[src/rtl/arm_pkg.sv]
// Shared definitions for the LDM/STM block-transfer sequencer.
package arm_pkg;

    typedef enum logic [1:0] {
        IDLE = 2'd0,
        XFER = 2'd1,
        DONE = 2'd2
    } seq_state_e;

    localparam logic [3:0]  PC_IDX      = 4'd15;
    localparam logic [31:0] WORD_STRIDE = 32'd4;

endpackage

[src/rtl/ldm_stm_seq_if.sv]
// Controller/memory/register-file bundle seen by the LDM/STM sequencer.
interface ldm_stm_seq_if;

    logic        start;
    logic [15:0] reglist;
    logic [3:0]  rn;
    logic [31:0] base;
    logic        load;
    logic        pre;
    logic        up;
    logic        wb;
    logic [31:0] mem_rdata;

    logic        busy;
    logic        done;
    logic [31:0] mem_addr;
    logic        mem_we;
    logic [3:0]  rf_ra;
    logic        rf_we3;
    logic [3:0]  rf_wa3;
    logic [31:0] rf_wd3;
    logic        pc_we;
    logic        rf_we4;
    logic [3:0]  rf_wa4;
    logic [31:0] rf_wd4;

    modport master (
        output start, reglist, rn, base, load, pre, up, wb, mem_rdata,
        input  busy, done, mem_addr, mem_we, rf_ra, rf_we3, rf_wa3, rf_wd3,
               pc_we, rf_we4, rf_wa4, rf_wd4
    );

    modport slave (
        input  start, reglist, rn, base, load, pre, up, wb, mem_rdata,
        output busy, done, mem_addr, mem_we, rf_ra, rf_we3, rf_wa3, rf_wd3,
               pc_we, rf_we4, rf_wa4, rf_wd4
    );

endinterface

[src/rtl/lowest_set16.sv]
// Priority encoder: index of the lowest set bit of a 16-bit register mask.
module lowest_set16 (
    input  logic [15:0] mask_i,
    output logic [3:0]  idx_o,
    output logic        valid_o
);

    // Scan from the top so the lowest set bit is the last one to win
    always_comb begin
        idx_o   = 4'd0;
        valid_o = |mask_i;
        for (int i = 15; i >= 0; i--) begin
            if (mask_i[i]) begin
                idx_o = 4'(i);
            end else begin
                idx_o = idx_o;
            end
        end
    end

endmodule

[src/rtl/ldm_stm_seq.sv]
// LDM/STM sequencer: one register per cycle, base writeback folded into the last transfer.
module ldm_stm_seq
    import arm_pkg::*;
(
    input  logic         clk,
    input  logic         reset_n,
    ldm_stm_seq_if.slave bus
);

    function automatic logic [4:0] popcount16(input logic [15:0] v);
        logic [4:0] c;
        c = 5'd0;
        for (int i = 0; i < 16; i++) begin
            c = c + {4'd0, v[i]};
        end
        return c;
    endfunction

    seq_state_e  state_q, state_d;
    logic [15:0] mask_q, mask_d;
    logic [31:0] addr_q, addr_d, fin_q, fin_d;
    logic [3:0]  rn_q, rn_d;
    logic        load_q, load_d, wb_q, wb_d, supp_q, supp_d;

    logic        busy_q, busy_d, done_q, done_d, mem_we_q, mem_we_d;
    logic [31:0] mem_addr_q, mem_addr_d, rf_wd4_q, rf_wd4_d;
    logic [3:0]  rf_ra_q, rf_ra_d, rf_wa3_q, rf_wa3_d, rf_wa4_q, rf_wa4_d;
    logic        rf_we3_q, rf_we3_d, pc_we_q, pc_we_d, rf_we4_q, rf_we4_d;

    logic [4:0]  n_s;
    logic [31:0] span_s, start_addr_s, start_fin_s;
    logic [15:0] src_mask_s, onehot_s;
    logic [31:0] src_addr_s, src_fin_s;
    logic [3:0]  src_rn_s, enc_idx_s;
    logic        src_load_s, src_wb_s, src_supp_s, enc_valid_s, idle_s;

    assign n_s         = popcount16(bus.reglist);
    assign span_s      = {25'd0, n_s, 2'b00};
    assign start_fin_s = bus.up ? (bus.base + span_s) : (bus.base - span_s);

    // First transfer address for IA/IB/DA/DB
    always_comb begin
        case ({bus.pre, bus.up})
            2'b01:   start_addr_s = bus.base;
            2'b11:   start_addr_s = bus.base + WORD_STRIDE;
            2'b00:   start_addr_s = bus.base - span_s + WORD_STRIDE;
            2'b10:   start_addr_s = bus.base - span_s;
            default: start_addr_s = bus.base;
        endcase
    end

    // The upcoming transfer comes straight from the inputs in IDLE, from the latched context otherwise
    assign idle_s     = (state_q == IDLE);
    assign src_mask_s = idle_s ? bus.reglist : mask_q;
    assign src_addr_s = idle_s ? start_addr_s : addr_q;
    assign src_fin_s  = idle_s ? start_fin_s : fin_q;
    assign src_rn_s   = idle_s ? bus.rn : rn_q;
    assign src_load_s = idle_s ? bus.load : load_q;
    assign src_wb_s   = idle_s ? bus.wb : wb_q;
    assign src_supp_s = idle_s ? (bus.load & bus.reglist[bus.rn]) : supp_q;
    assign onehot_s   = 16'd1 << enc_idx_s;

    lowest_set16 u_lowest (
        .mask_i  (src_mask_s),
        .idx_o   (enc_idx_s),
        .valid_o (enc_valid_s)
    );

    // Next state, context latch and next-cycle registered outputs
    always_comb begin
        state_d    = state_q;
        mask_d     = mask_q;
        addr_d     = addr_q;
        fin_d      = fin_q;
        rn_d       = rn_q;
        load_d     = load_q;
        wb_d       = wb_q;
        supp_d     = supp_q;
        mem_addr_d = 32'd0;
        mem_we_d   = 1'b0;
        rf_ra_d    = 4'd0;
        rf_we3_d   = 1'b0;
        rf_wa3_d   = 4'd0;
        pc_we_d    = 1'b0;
        rf_we4_d   = 1'b0;
        rf_wa4_d   = 4'd0;
        rf_wd4_d   = 32'd0;

        case (state_q)
            IDLE: begin
                if (bus.start) begin
                    fin_d   = src_fin_s;
                    rn_d    = src_rn_s;
                    load_d  = src_load_s;
                    wb_d    = src_wb_s;
                    supp_d  = src_supp_s;
                    state_d = (n_s == 5'd0) ? DONE : XFER;
                end else begin
                    state_d = IDLE;
                end
            end
            XFER:    state_d = (mask_q == 16'd0) ? DONE : XFER;
            DONE:    state_d = IDLE;
            default: state_d = IDLE;
        endcase

        // mask_q/addr_q always describe what is still to be issued after the presented cycle
        if ((state_d == XFER) && enc_valid_s) begin
            mask_d     = src_mask_s & ~onehot_s;
            addr_d     = src_addr_s + WORD_STRIDE;
            mem_addr_d = src_addr_s;
            rf_ra_d    = enc_idx_s;
            mem_we_d   = ~src_load_s;
            if (src_load_s && (enc_idx_s == PC_IDX)) begin
                pc_we_d = 1'b1;
            end else if (src_load_s) begin
                rf_we3_d = 1'b1;
                rf_wa3_d = enc_idx_s;
            end else begin
                rf_we3_d = 1'b0;
            end
            if (src_wb_s && !src_supp_s && ((src_mask_s & ~onehot_s) == 16'd0)) begin
                rf_we4_d = 1'b1;
                rf_wa4_d = src_rn_s;
                rf_wd4_d = src_fin_s;
            end else begin
                rf_we4_d = 1'b0;
            end
        end else begin
            mem_we_d = 1'b0;
        end

        busy_d = (state_d != IDLE);
        done_d = (state_d == DONE);
    end

    // State, context and output registers
    always_ff @(posedge clk or negedge reset_n) begin
        if (!reset_n) begin
            state_q    <= IDLE;
            mask_q     <= 16'd0;
            addr_q     <= 32'd0;
            fin_q      <= 32'd0;
            rn_q       <= 4'd0;
            load_q     <= 1'b0;
            wb_q       <= 1'b0;
            supp_q     <= 1'b0;
            busy_q     <= 1'b0;
            done_q     <= 1'b0;
            mem_addr_q <= 32'd0;
            mem_we_q   <= 1'b0;
            rf_ra_q    <= 4'd0;
            rf_we3_q   <= 1'b0;
            rf_wa3_q   <= 4'd0;
            pc_we_q    <= 1'b0;
            rf_we4_q   <= 1'b0;
            rf_wa4_q   <= 4'd0;
            rf_wd4_q   <= 32'd0;
        end else begin
            state_q    <= state_d;
            mask_q     <= mask_d;
            addr_q     <= addr_d;
            fin_q      <= fin_d;
            rn_q       <= rn_d;
            load_q     <= load_d;
            wb_q       <= wb_d;
            supp_q     <= supp_d;
            busy_q     <= busy_d;
            done_q     <= done_d;
            mem_addr_q <= mem_addr_d;
            mem_we_q   <= mem_we_d;
            rf_ra_q    <= rf_ra_d;
            rf_we3_q   <= rf_we3_d;
            rf_wa3_q   <= rf_wa3_d;
            pc_we_q    <= pc_we_d;
            rf_we4_q   <= rf_we4_d;
            rf_wa4_q   <= rf_wa4_d;
            rf_wd4_q   <= rf_wd4_d;
        end
    end

    assign bus.busy     = busy_q;
    assign bus.done     = done_q;
    assign bus.mem_addr = mem_addr_q;
    assign bus.mem_we   = mem_we_q;
    assign bus.rf_ra    = rf_ra_q;
    assign bus.rf_we3   = rf_we3_q;
    assign bus.rf_wa3   = rf_wa3_q;
    assign bus.rf_wd3   = bus.mem_rdata;
    assign bus.pc_we    = pc_we_q;
    assign bus.rf_we4   = rf_we4_q;
    assign bus.rf_wa4   = rf_wa4_q;
    assign bus.rf_wd4   = rf_wd4_q;

endmodule

[src/flat_wrapper.sv]
// flat-port wrapper written by rule: the top's interface ports become plain ports
module ldm_stm_seq_flat import arm_pkg::*;
  (clk, reset_n, bus_start, bus_reglist, bus_rn, bus_base, bus_load, bus_pre, bus_up, bus_wb, bus_mem_rdata, bus_busy, bus_done, bus_mem_addr, bus_mem_we, bus_rf_ra, bus_rf_we3, bus_rf_wa3, bus_rf_wd3, bus_pc_we, bus_rf_we4, bus_rf_wa4, bus_rf_wd4);
  ldm_stm_seq_if bus_i ();
  input  logic clk;
  input  logic reset_n;
  input wire logic [$bits(bus_i.start)-1:0] bus_start;
  input wire logic [$bits(bus_i.reglist)-1:0] bus_reglist;
  input wire logic [$bits(bus_i.rn)-1:0] bus_rn;
  input wire logic [$bits(bus_i.base)-1:0] bus_base;
  input wire logic [$bits(bus_i.load)-1:0] bus_load;
  input wire logic [$bits(bus_i.pre)-1:0] bus_pre;
  input wire logic [$bits(bus_i.up)-1:0] bus_up;
  input wire logic [$bits(bus_i.wb)-1:0] bus_wb;
  input wire logic [$bits(bus_i.mem_rdata)-1:0] bus_mem_rdata;
  output wire logic [$bits(bus_i.busy)-1:0] bus_busy;
  output wire logic [$bits(bus_i.done)-1:0] bus_done;
  output wire logic [$bits(bus_i.mem_addr)-1:0] bus_mem_addr;
  output wire logic [$bits(bus_i.mem_we)-1:0] bus_mem_we;
  output wire logic [$bits(bus_i.rf_ra)-1:0] bus_rf_ra;
  output wire logic [$bits(bus_i.rf_we3)-1:0] bus_rf_we3;
  output wire logic [$bits(bus_i.rf_wa3)-1:0] bus_rf_wa3;
  output wire logic [$bits(bus_i.rf_wd3)-1:0] bus_rf_wd3;
  output wire logic [$bits(bus_i.pc_we)-1:0] bus_pc_we;
  output wire logic [$bits(bus_i.rf_we4)-1:0] bus_rf_we4;
  output wire logic [$bits(bus_i.rf_wa4)-1:0] bus_rf_wa4;
  output wire logic [$bits(bus_i.rf_wd4)-1:0] bus_rf_wd4;
  assign bus_i.start = bus_start;
  assign bus_i.reglist = bus_reglist;
  assign bus_i.rn = bus_rn;
  assign bus_i.base = bus_base;
  assign bus_i.load = bus_load;
  assign bus_i.pre = bus_pre;
  assign bus_i.up = bus_up;
  assign bus_i.wb = bus_wb;
  assign bus_i.mem_rdata = bus_mem_rdata;
  assign bus_busy = bus_i.busy;
  assign bus_done = bus_i.done;
  assign bus_mem_addr = bus_i.mem_addr;
  assign bus_mem_we = bus_i.mem_we;
  assign bus_rf_ra = bus_i.rf_ra;
  assign bus_rf_we3 = bus_i.rf_we3;
  assign bus_rf_wa3 = bus_i.rf_wa3;
  assign bus_rf_wd3 = bus_i.rf_wd3;
  assign bus_pc_we = bus_i.pc_we;
  assign bus_rf_we4 = bus_i.rf_we4;
  assign bus_rf_wa4 = bus_i.rf_wa4;
  assign bus_rf_wd4 = bus_i.rf_wd4;
  ldm_stm_seq u_core (.clk(clk), .reset_n(reset_n), .bus(bus_i));
endmodule
[config.mk]
export PLATFORM = sky130hd
export DESIGN_NAME = ldm_stm_seq_flat
export DESIGN_NICKNAME = d
export VERILOG_FILES = /design/src/rtl/arm_pkg.sv /design/src/rtl/ldm_stm_seq_if.sv /design/src/rtl/lowest_set16.sv /design/src/rtl/ldm_stm_seq.sv /design/src/flat_wrapper.sv
export SDC_FILE = /design/constraint.sdc
export NUM_CORES = 1
export LEC_CHECK = 0
export BUFFER_PORTS_ARGS = -buffer_cell sky130_fd_sc_hd__buf_2
export CORE_ASPECT_RATIO = 0.9
export CORE_UTILIZATION = 53
export CTS_CLUSTER_SIZE = 25
export DETAILED_ROUTE_END_ITERATION = 10
export HOLD_SLACK_MARGIN = 0.02
export PLACE_DENSITY = 0.9
export SLEW_MARGIN = 20
export SYNTH_ARGS = -nofsm -noshare
export SYNTH_HDL_FRONTEND = slang
export SYNTH_SLANG_ARGS = --single-unit
[constraint.sdc]
create_clock -name clk -period 4.08 [get_ports clk]
set_input_delay 0.408 -clock clk [delete_from_list [all_inputs] [get_ports clk]]
set_output_delay 0.408 -clock clk [all_outputs]
set_load 0.05 [all_outputs]
==> results.yml, run 1 <==
synthesis:
  yosysSeqAreaShare_pct: 32.8
  synth_fa_ha_area_share_pct: 4.10
  synth.distinct_cells: 90
  ys_ff_latch: 171
  netlist.area_leader.share_pct: 32.8
  synth_edf_count: 0
  syn_area_mm2: 0.0130
  ys_dominant_reg_cell: "dfrtp_1"
  syn_inst: 1626
  muxShareOfSynthArea_pct: 4.05
  async_flop_share_pct: 100
  synth_nets: 1751
  synth.largest_area_cell: "dfrtp_1"
  synth-xor-area-share_pct: 4.90
  ys_warn_count: 0
  synth-simple-area-share_pct: 26.0
  synthTopCellsByArea: "dfrtp_1, nor2_1, o21ai_0"
  synth_compound_area_share_pct: 21.3
  syn_avg_cell_area_um2: 8.02
  synth_top_family_by_area: "simple AND/OR/NAND/NOR gates"
grt:
  grt-ovfl-total: 234
  grt.total_usage_pct: 85.1
  grt_start_max_net_pins: 91
clock_tree:
  htreeDepth: 4
  numCtsBuffers: 17
  root_buffer: "clkbuf_16"
  hold_buffers: 0
  cts_buffer_depth: 2
  cts.sinks: 171
place:
  port_buffers: 140
  placed_area_mm2: 0.0167
  dpl.hpwl_um: 35600
  place_congestion: 1.19
status:
  first-error: "[ERROR GRT-0232] Routing congestion too high. Check the congestion heatmap in the GUI."
  lastStage: "global routing"
  status: "aborted with a tool error"
floorplan:
  io_pins: 205
  die_w_um: 167
  start_util_pct: 53.9
  row_count: 54
  die_h_um: 151
timing:
  worstEndpointType: "register input"
  worstEndpointGrtRepair: "u_core.addr_q[28]$_DFFE_PN0P_/D"
[routing by layer]
layer  global-route usage, %  overflow
met4                    86.2        77
met5                    55.1         1
met3                    73.5        16
met2                    97.2       134
met1                    84.8         6
[repair_timing]
action | 4_1_cts
cloned | 6
setup endpoints to repair | 160
pin swaps | 122
resized for setup | 325
buffers inserted | 56
[per-stage QoR]
stage               utilization, %  setup slack [ns]  instances
floorplan                        -             -3.37       1626
global placement              68.9             -3.57       2262
detailed placement            68.9             -3.68       2262
CTS                           79.4             -2.93       2348
[kinds of logic after synthesis]
family / count (synthesis)
AOI/OAI and AO/OA: 424
xor gates and xnor gates: 73
adders and majority gates: 36
buffers and inverters: 203
DFF: 171
muxes: 44
and+or+nand+nor: 675
[cell usage after synthesis (8+ instances only)]
library cell / count
a211oi_1: 8
a21boi_0: 9
a21o_1: 9
a21oi_1: 90
a221oi_1: 11
a31oi_1: 30
and2_1: 19
and3_1: 15
and4_1: 11
buf_1: 16
buf_2: 10
buf_4: 32
clkbuf_1: 84
dfrtp_1: 171
fa_1: 12
ha_1: 22
inv_1: 59
mux2_2: 20
mux2i_1: 19
nand2_1: 161
nand2b_1: 14
nand3_1: 43
nand4_1: 31
nor2_1: 174
nor2b_1: 11
nor3_1: 78
nor4_1: 38
o211ai_1: 10
o21a_1: 8
o21ai_0: 122
o31ai_1: 26
or2_2: 13
or3_1: 23
or4_1: 17
xnor2_1: 42
xor2_1: 31
==> run 2, diff against run 1 <==
CORE_ASPECT_RATIO = not set   (was 0.9)
CORE_UTILIZATION = 40   (was 53)
CTS_CLUSTER_SIZE = not set   (was 25)
HOLD_SLACK_MARGIN = not set   (was 0.02)
PLACE_DENSITY = not set   (was 0.9)
PLACE_DENSITY_LB_ADDON = 0.15   (was not set)
clock period = 5.3 ns   (was 4.08 ns; I/O delays follow)
==> run 2 against run 1 <==
  * The flow now finishes, with violations (setup timing)
  * Area after synthesis is the same
  * Synthesized cell count is the same
==> results.yml, run 2 <==
synthesis:
  ys_top_cells_by_count: "nor2_1, dfrtp_1, nand2_1"
  netlist.area_leader.share_pct: 32.8
  ys_dominant_reg_cell: "dfrtp_1"
  synth_nets: 1751
  yosysMostFrequentCell: "nor2_1"
  ys_ff_latch: 171
  synth-simple-area-share_pct: 26.0
  syn_area_mm2: 0.0130
  yosysSeqAreaShare_pct: 32.8
  synth_edf_count: 0
  synth.largest_area_cell: "dfrtp_1"
  synth_top_family_by_area: "simple AND/OR/NAND/NOR gates"
  ys_warn_count: 0
  syn_avg_cell_area_um2: 8.02
  synth_compound_area_share_pct: 21.3
  muxShareOfSynthArea_pct: 4.05
  syn_inst: 1626
  synth-xor-area-share_pct: 4.90
  synthTopCellsByArea: "dfrtp_1, nor2_1, o21ai_0"
  synth_fa_ha_area_share_pct: 4.10
  synth.distinct_cells: 90
  async_flop_share_pct: 100
timing:
  worst_slack_ns: -1.90
  slew_headroom_pct: 42.5
  finClkSkew_ns: 0.0115
  worstMarginPinSlew_ns: 0.860
  hold_ws_ns: 0.0221
  fmax_mhz: 139
  min_period_ns: 7.20
  timing.final.hold_violations: 0
  drv_slew: 0
  period_share_pct: 136
  rsz0062_at_grt: "true"
  finalSetupViolCount: 121
layout:
  layoutNonFillerInstCount: 2440
  layout_common_cells: "buf_4, dfrtp_1, nor2_1"
  fillers: 2875
  nNetsFinal: 2114
  multiInputGateArea_mm2: 0.00963
  drive_above_1_share_pct: 40.8
  layout_commonest_cell: "buf_4"
  ff_latch_area_mm2: 0.00428
  area_growth_pct: 44.8
grt:
  antenna_found_initial: 3
  met3_usage_pct: 6.51
  grtUsageMet1_pct: 45.8
  grt_start_max_net_pins: 111
  grt_pass1_wl_um: 79300
  grt.total_usage_pct: 31.2
  grt_pass1_vias: 13600
  grt-ovfl-total: 0
  grt-busiest-layer: "met1"
  use_met2_pct: 44.6
status:
  violations: "setup timing"
  status: "finished, violations left"
routing:
  totalWireLength_um: 51300
  viasPerCell: 5.80
  ant_nets: 0
  wl_per_cell_um: 21.0
  num_vias: 14100
  drt_pass1_iterations: 5
  drc_errors: 0
  drtIter0Drc: 1193
place:
  port_buffers: 140
  dp_cells: 2374
  dpl.hpwl_um: 38200
  place_congestion: 0.999
floorplan:
  start_util_pct: 41.0
  die_w_um: 183
  dieArea_mm2: 0.0333
  core_mm2: 0.0318
  die_h_um: 183
  row_count: 65
  io_pins: 205
hold_path:
  hold_class: "input pin to asynchronous set/reset pin"
critical_path:
  end_kind: "flip-flop"
  cp_slowest_cell: "a2111oi_4"
  r2r_slack_ns: 1.00
  critPathMaxStageDelay_ns: 0.60
  crit_path_frequent_cell: "fa_1"
  crit_chain: "buf_6 > ha_4 > inv_2 > fa_1 > fa_1 > fa_1 > fa_1 > fa_2 > fa_2 > inv_2 > ha_4 > or2_4 > a2111oi_4 > o31ai_1 > a2bb2o_4 > or3_4 > buf_6 > o41ai_2 > buf_4 > a31o_2 > o2111ai_4 > or4_4 > o311ai_1"
  worstSetupPathType: "input pin to flip-flop"
  critPathLaunchType: "input pin"
  critPathMaxFanout: 6
  cp.arrival_ns: 7.56
  cp.required_ns: 5.66
power:
  ir_drop_mv: 0.374
  powerDensity_mw_per_mm2: 553
  p_leak_uw: 0.00805
clock_tree:
  clkTransAtPathRegs_ns: 0.07
  hold_buffers: 0
  clk_latency_ns: 0.46
  htreeDepth: 4
  root_buffer: "clkbuf_16"
  cts_tree: "built"
  cts_buffer_depth: 2
  numCtsBuffers: 17
  cts.sinks: 171
job:
  drv_cap: 0
run 2: cell families after synthesis:
family / Yosys count
xor gates and xnor gates: 73
buffers and inverters: 203
muxes: 44
DFF: 171
and+or+nand+nor: 675
AOI/OAI and AO/OA: 424
adders and majority gates: 36
run 2: power breakdown:
part | switching [uW] | total (uW) | internal, uW
clock | 582 | 1300 | 719
combinational | 4060 | 7090 | 3030
sequential | 261 | 2050 | 1790
total | 4900 | 10400 | 5540
run 2: stage by stage:
step	utilization, %	total power [uW]	worst slack, ns	setup TNS (ns)	instance area (um^2)
6_report	59.4	10400	-1.90	-95.17	18900
5_1_grt	59.4	11100	-2.13	-116.42	18900
4_1_cts	58.2	10200	-1.96	-107.15	18500
3_5_place_dp	52.4	8100	-2.60	-188.97	16700
3_3_place_gp	52.4	8050	-2.56	-184.26	16700
2_1_floorplan	-	5850	-2.27	-91.33	13700
run 2: critical path: cells and delay by family:
family                     cells  cell delay (ns)
adders and majority gates      8             3.34
AOI/OAI and AO/OA              7             2.04
and+or+nand+nor                3             1.15
buffers and inverters          5             0.50
run 2: timing repair:
action | in CTS | in global routing
buffers inserted | 32 | 16
hold endpoints to repair | 0 | 0
pin swaps | 95 | 42
setup endpoints to repair | 146 | 142
cloned | 0 | 0
resized for setup | 231 | 74
run 2: cell type report:
type                    count  share of cell area (%)
well taps                 435                    2.88
flip-flops and latches    171                    22.7
clock inverters            13                   0.821
diodes                      3                  0.0397
repair buffers            487                    19.1
clock buffers              19                    2.34
multi-input cells        1252                    51.0
inverters                  60                    1.19
run 2: worst paths after layout:
check                             startpoint                     to  depth (start not counted)
setup / recovery              bus_reglist[0]      u_core.addr_q[27]                         23
hold / removal                       reset_n  u_core.bus.rf_wd4[15]                          1
setup reg to reg           u_core.state_q[1]  u_core.bus.rf_wd4[28]                         12
hold reg to reg                u_core.supp_q          u_core.supp_q                          2
max in group asynchronous            reset_n       u_core.mask_q[6]                          2
min in group clk                      bus_wb            u_core.wb_q                          2
run 2: metal layers:
metal	wire, um	part of all wire (%)
met5	0	0
met1	24200	47
met4	1310	2.6
met3	4060	7.9
met2	21700	42
Power figures use the tool's default switching activity.
==> run 3, diff against run 2 <==
ABC_AREA = 1   (was not set)
clock period = 7.2 ns   (was 5.3 ns; I/O delays follow)
==> run 3 against run 2 <==
  * The run now ends clean
  * Sequential power shrank 29%
  * Global-route usage shrank 3.9 points
  * Combinational power shrank 45%
  * Clock-buffer cell count shrank 2
  * Critical endpoint is now u_core.addr_q[28]
  * Critical path type unchanged
  * Utilization shrank 9.9 points
  * Critical path depth grew 10
  * Cell count grew 9.2%
  * Wire length shrank 14%
  * Synthesized cell count grew 23%
  * Highest routed layer unchanged
  * Clock skew shrank 0.0041 ns
==> results.yml, run 3 <==
synthesis:
  synth-xor-area-share_pct: 1.01
  synth_nets: 2128
  syn_area_mm2: 0.0130
  muxShareOfSynthArea_pct: 0.0769
  yosysMostFrequentCell: "nand2_1"
  synthTopCellsByArea: "dfrtp_1, nand2_1, nor2_1"
  synth.distinct_cells: 57
  synth_edf_count: 0
  ys_ff_latch: 171
  yosysSeqAreaShare_pct: 32.9
  netlist.area_leader.share_pct: 32.9
  syn_avg_cell_area_um2: 6.50
  ys_dominant_reg_cell: "dfrtp_1"
  synth.largest_area_cell: "dfrtp_1"
  ys_top_cells_by_count: "nand2_1, nor2_1, inv_1"
  synth_top_family_by_area: "simple AND/OR/NAND/NOR gates"
  synth_compound_area_share_pct: 13.6
  async_flop_share_pct: 100
  ys_warn_count: 0
  synth-simple-area-share_pct: 36.9
  synth_fa_ha_area_share_pct: 3.96
  syn_inst: 2003
critical_path:
  cp_slowest_cell: "fa_2"
  cp.required_ns: 7.54
  worstSetupPathType: "input pin to flip-flop"
  end_kind: "flip-flop"
  crit_path_frequent_cell: "nand2_1"
  critPathLaunchType: "input pin"
  critPathMaxStageDelay_ns: 0.54
  critical-path-top-delay-family: "adder cells"
  critPathBufInv: 4
  critPathMaxFanout: 5
  cp.arrival_ns: 7.11
clock_tree:
  cts_buffer_depth: 2
  cts_tree: "built"
  clkTransAtPathRegs_ns: 0.07
  clk_latency_ns: 0.45
  cts.sinks: 171
  root_buffer: "clkbuf_16"
  htreeDepth: 4
  numCtsBuffers: 17
floorplan:
  die_w_um: 182
  io_pins: 205
  die_h_um: 182
  start_util_pct: 41.0
  core_mm2: 0.0318
  dieArea_mm2: 0.0333
  row_count: 65
timing:
  drv_slew: 0
  worstMarginPinSlew_ns: 0.938
  slew_headroom_pct: 37.1
  finClkSkew_ns: 0.00732
  min_period_ns: 6.77
  finalSetupViolCount: 0
  period_share_pct: 94.1
  hold_ws_ns: 0.395
  timing.final.hold_violations: 0
  fmax_mhz: 148
layout:
  drive_above_1_share_pct: 21.0
  layout_commonest_cell: "nand2_1"
  layoutNonFillerInstCount: 2665
  nNetsFinal: 2342
  area_growth_pct: 20.8
  layout_common_cells: "nand2_1, nor2_1, inv_1"
  n_antenna_cell: 0
routing:
  totalWireLength_um: 44200
  num_vias: 13800
  viasPerCell: 5.17
  ant_nets: 0
  wl_per_cell_um: 16.6
  drtIter0Drc: 1057
  drt_pass1_iterations: 5
  drc_errors: 0
power:
  total_power_uw: 6360
  ir_drop_mv: 0.356
  p_leak_uw: 0.00810
  powerDensity_mw_per_mm2: 404
hold_path:
  hold_class: "input pin to asynchronous set/reset pin"
place:
  dpl.hpwl_um: 34000
  port_buffers: 140
  dp_cells: 2629
  place_congestion: 0.952
grt:
  grt_pass1_wl_um: 70000
  grt_pass1_vias: 13200
  grt.total_usage_pct: 27.2
  grt-ovfl-total: 0
  grt_start_max_net_pins: 117
  antenna_found_initial: 1
job:
  drv_cap: 0
status:
  status: "finished, final reports clean"
run 3: changes by cell type in the layout (fill, tap and decap cells not counted), moves of 59 or more:
cell | previous run | this run
inv_1 | 54 | 207
nand3_1 | 36 | 164
nor2_1 | 154 | 226
o21ai_0 | 72 | 152
nand2_1 | 152 | 579
buf_6 | 59 | 0
buf_4 | 285 | 171
run 3: final cells by class:
class | instances | area, um^2
Sequential cell | 171 | 4280
Timing Repair Buffer | 311 | 1990
Clock buffer | 17 | 425
Tap cell | 435 | 544
Fill cell | 3237 | 16100
Inverter | 230 | 863
Clock inverter | 15 | 186
Multi-Input combinational cell | 1486 | 7450
run 3: repair_timing:
| action | 4_1_cts | 5_1_grt |
|---|---|---|
| hold buffers | 0 | 0 |
| setup endpoints to repair | 0 | 16 |
| gates resized for setup | 0 | 58 |
| setup buffers | 0 | 4 |
run 3: worst paths after layout:
| kind | startpoint | end | slack (ns) | depth (start not counted) |
|---|---|---|---|---|
| setup / recovery | bus_reglist[0] | u_core.addr_q[28] | 0.43 | 33 |
| hold / removal | reset_n | u_core.bus.rf_wd4[26] | 0.39 | 1 |
| setup reg to reg | u_core.state_q[1] | u_core.bus.rf_wd4[19] | 2.64 | 12 |
| hold reg to reg | u_core.fin_q[12] | u_core.fin_q[12] | 0.47 | 2 |
| max in group asynchronous | reset_n | u_core.mask_q[15] | 5.50 | 2 |
| min in group clk | u_core.fin_q[12] | u_core.fin_q[12] | 0.47 | 2 |
run 3: metal layers:
metal  part of all wire [%]  track usage, %  vias to the layer above
li1                       -               -                     6843
met5                      0               0                        -
met1                     44            35.0                     6465
met4                    3.1            10.7                        0
met2                     48            46.2                      393
met3                    4.5            3.77                       70
run 3: through the flow:
stage / TNS [ns] / cell area, um^2 / setup slack, ns / utilization [%]
2_1_floorplan: 0 / 13000 / 0.451 / -
3_3_place_gp: -1.56 / 14900 / -0.193 / 46.8
3_5_place_dp: -2.20 / 14900 / -0.244 / 46.8
4_1_cts: 0 / 15500 / 0.248 / 48.7
5_1_grt: -0.0835 / 15700 / -0.0175 / 49.5
6_report: 0 / 15700 / 0.426 / 49.5
run 3: cell families after synthesis:
logic type	Yosys count
AOI/OAI and AO/OA	314
xor gates and xnor gates	15
adders and majority gates	34
buffers and inverters	346
DFF	171
muxes	1
and+or+nand+nor	1122
run 3: power by group:
part           internal (uW)  total (uW)  switching (uW)
registers               1310        1460             150
clock network            552         970             418
logic                   1350        3930            2590
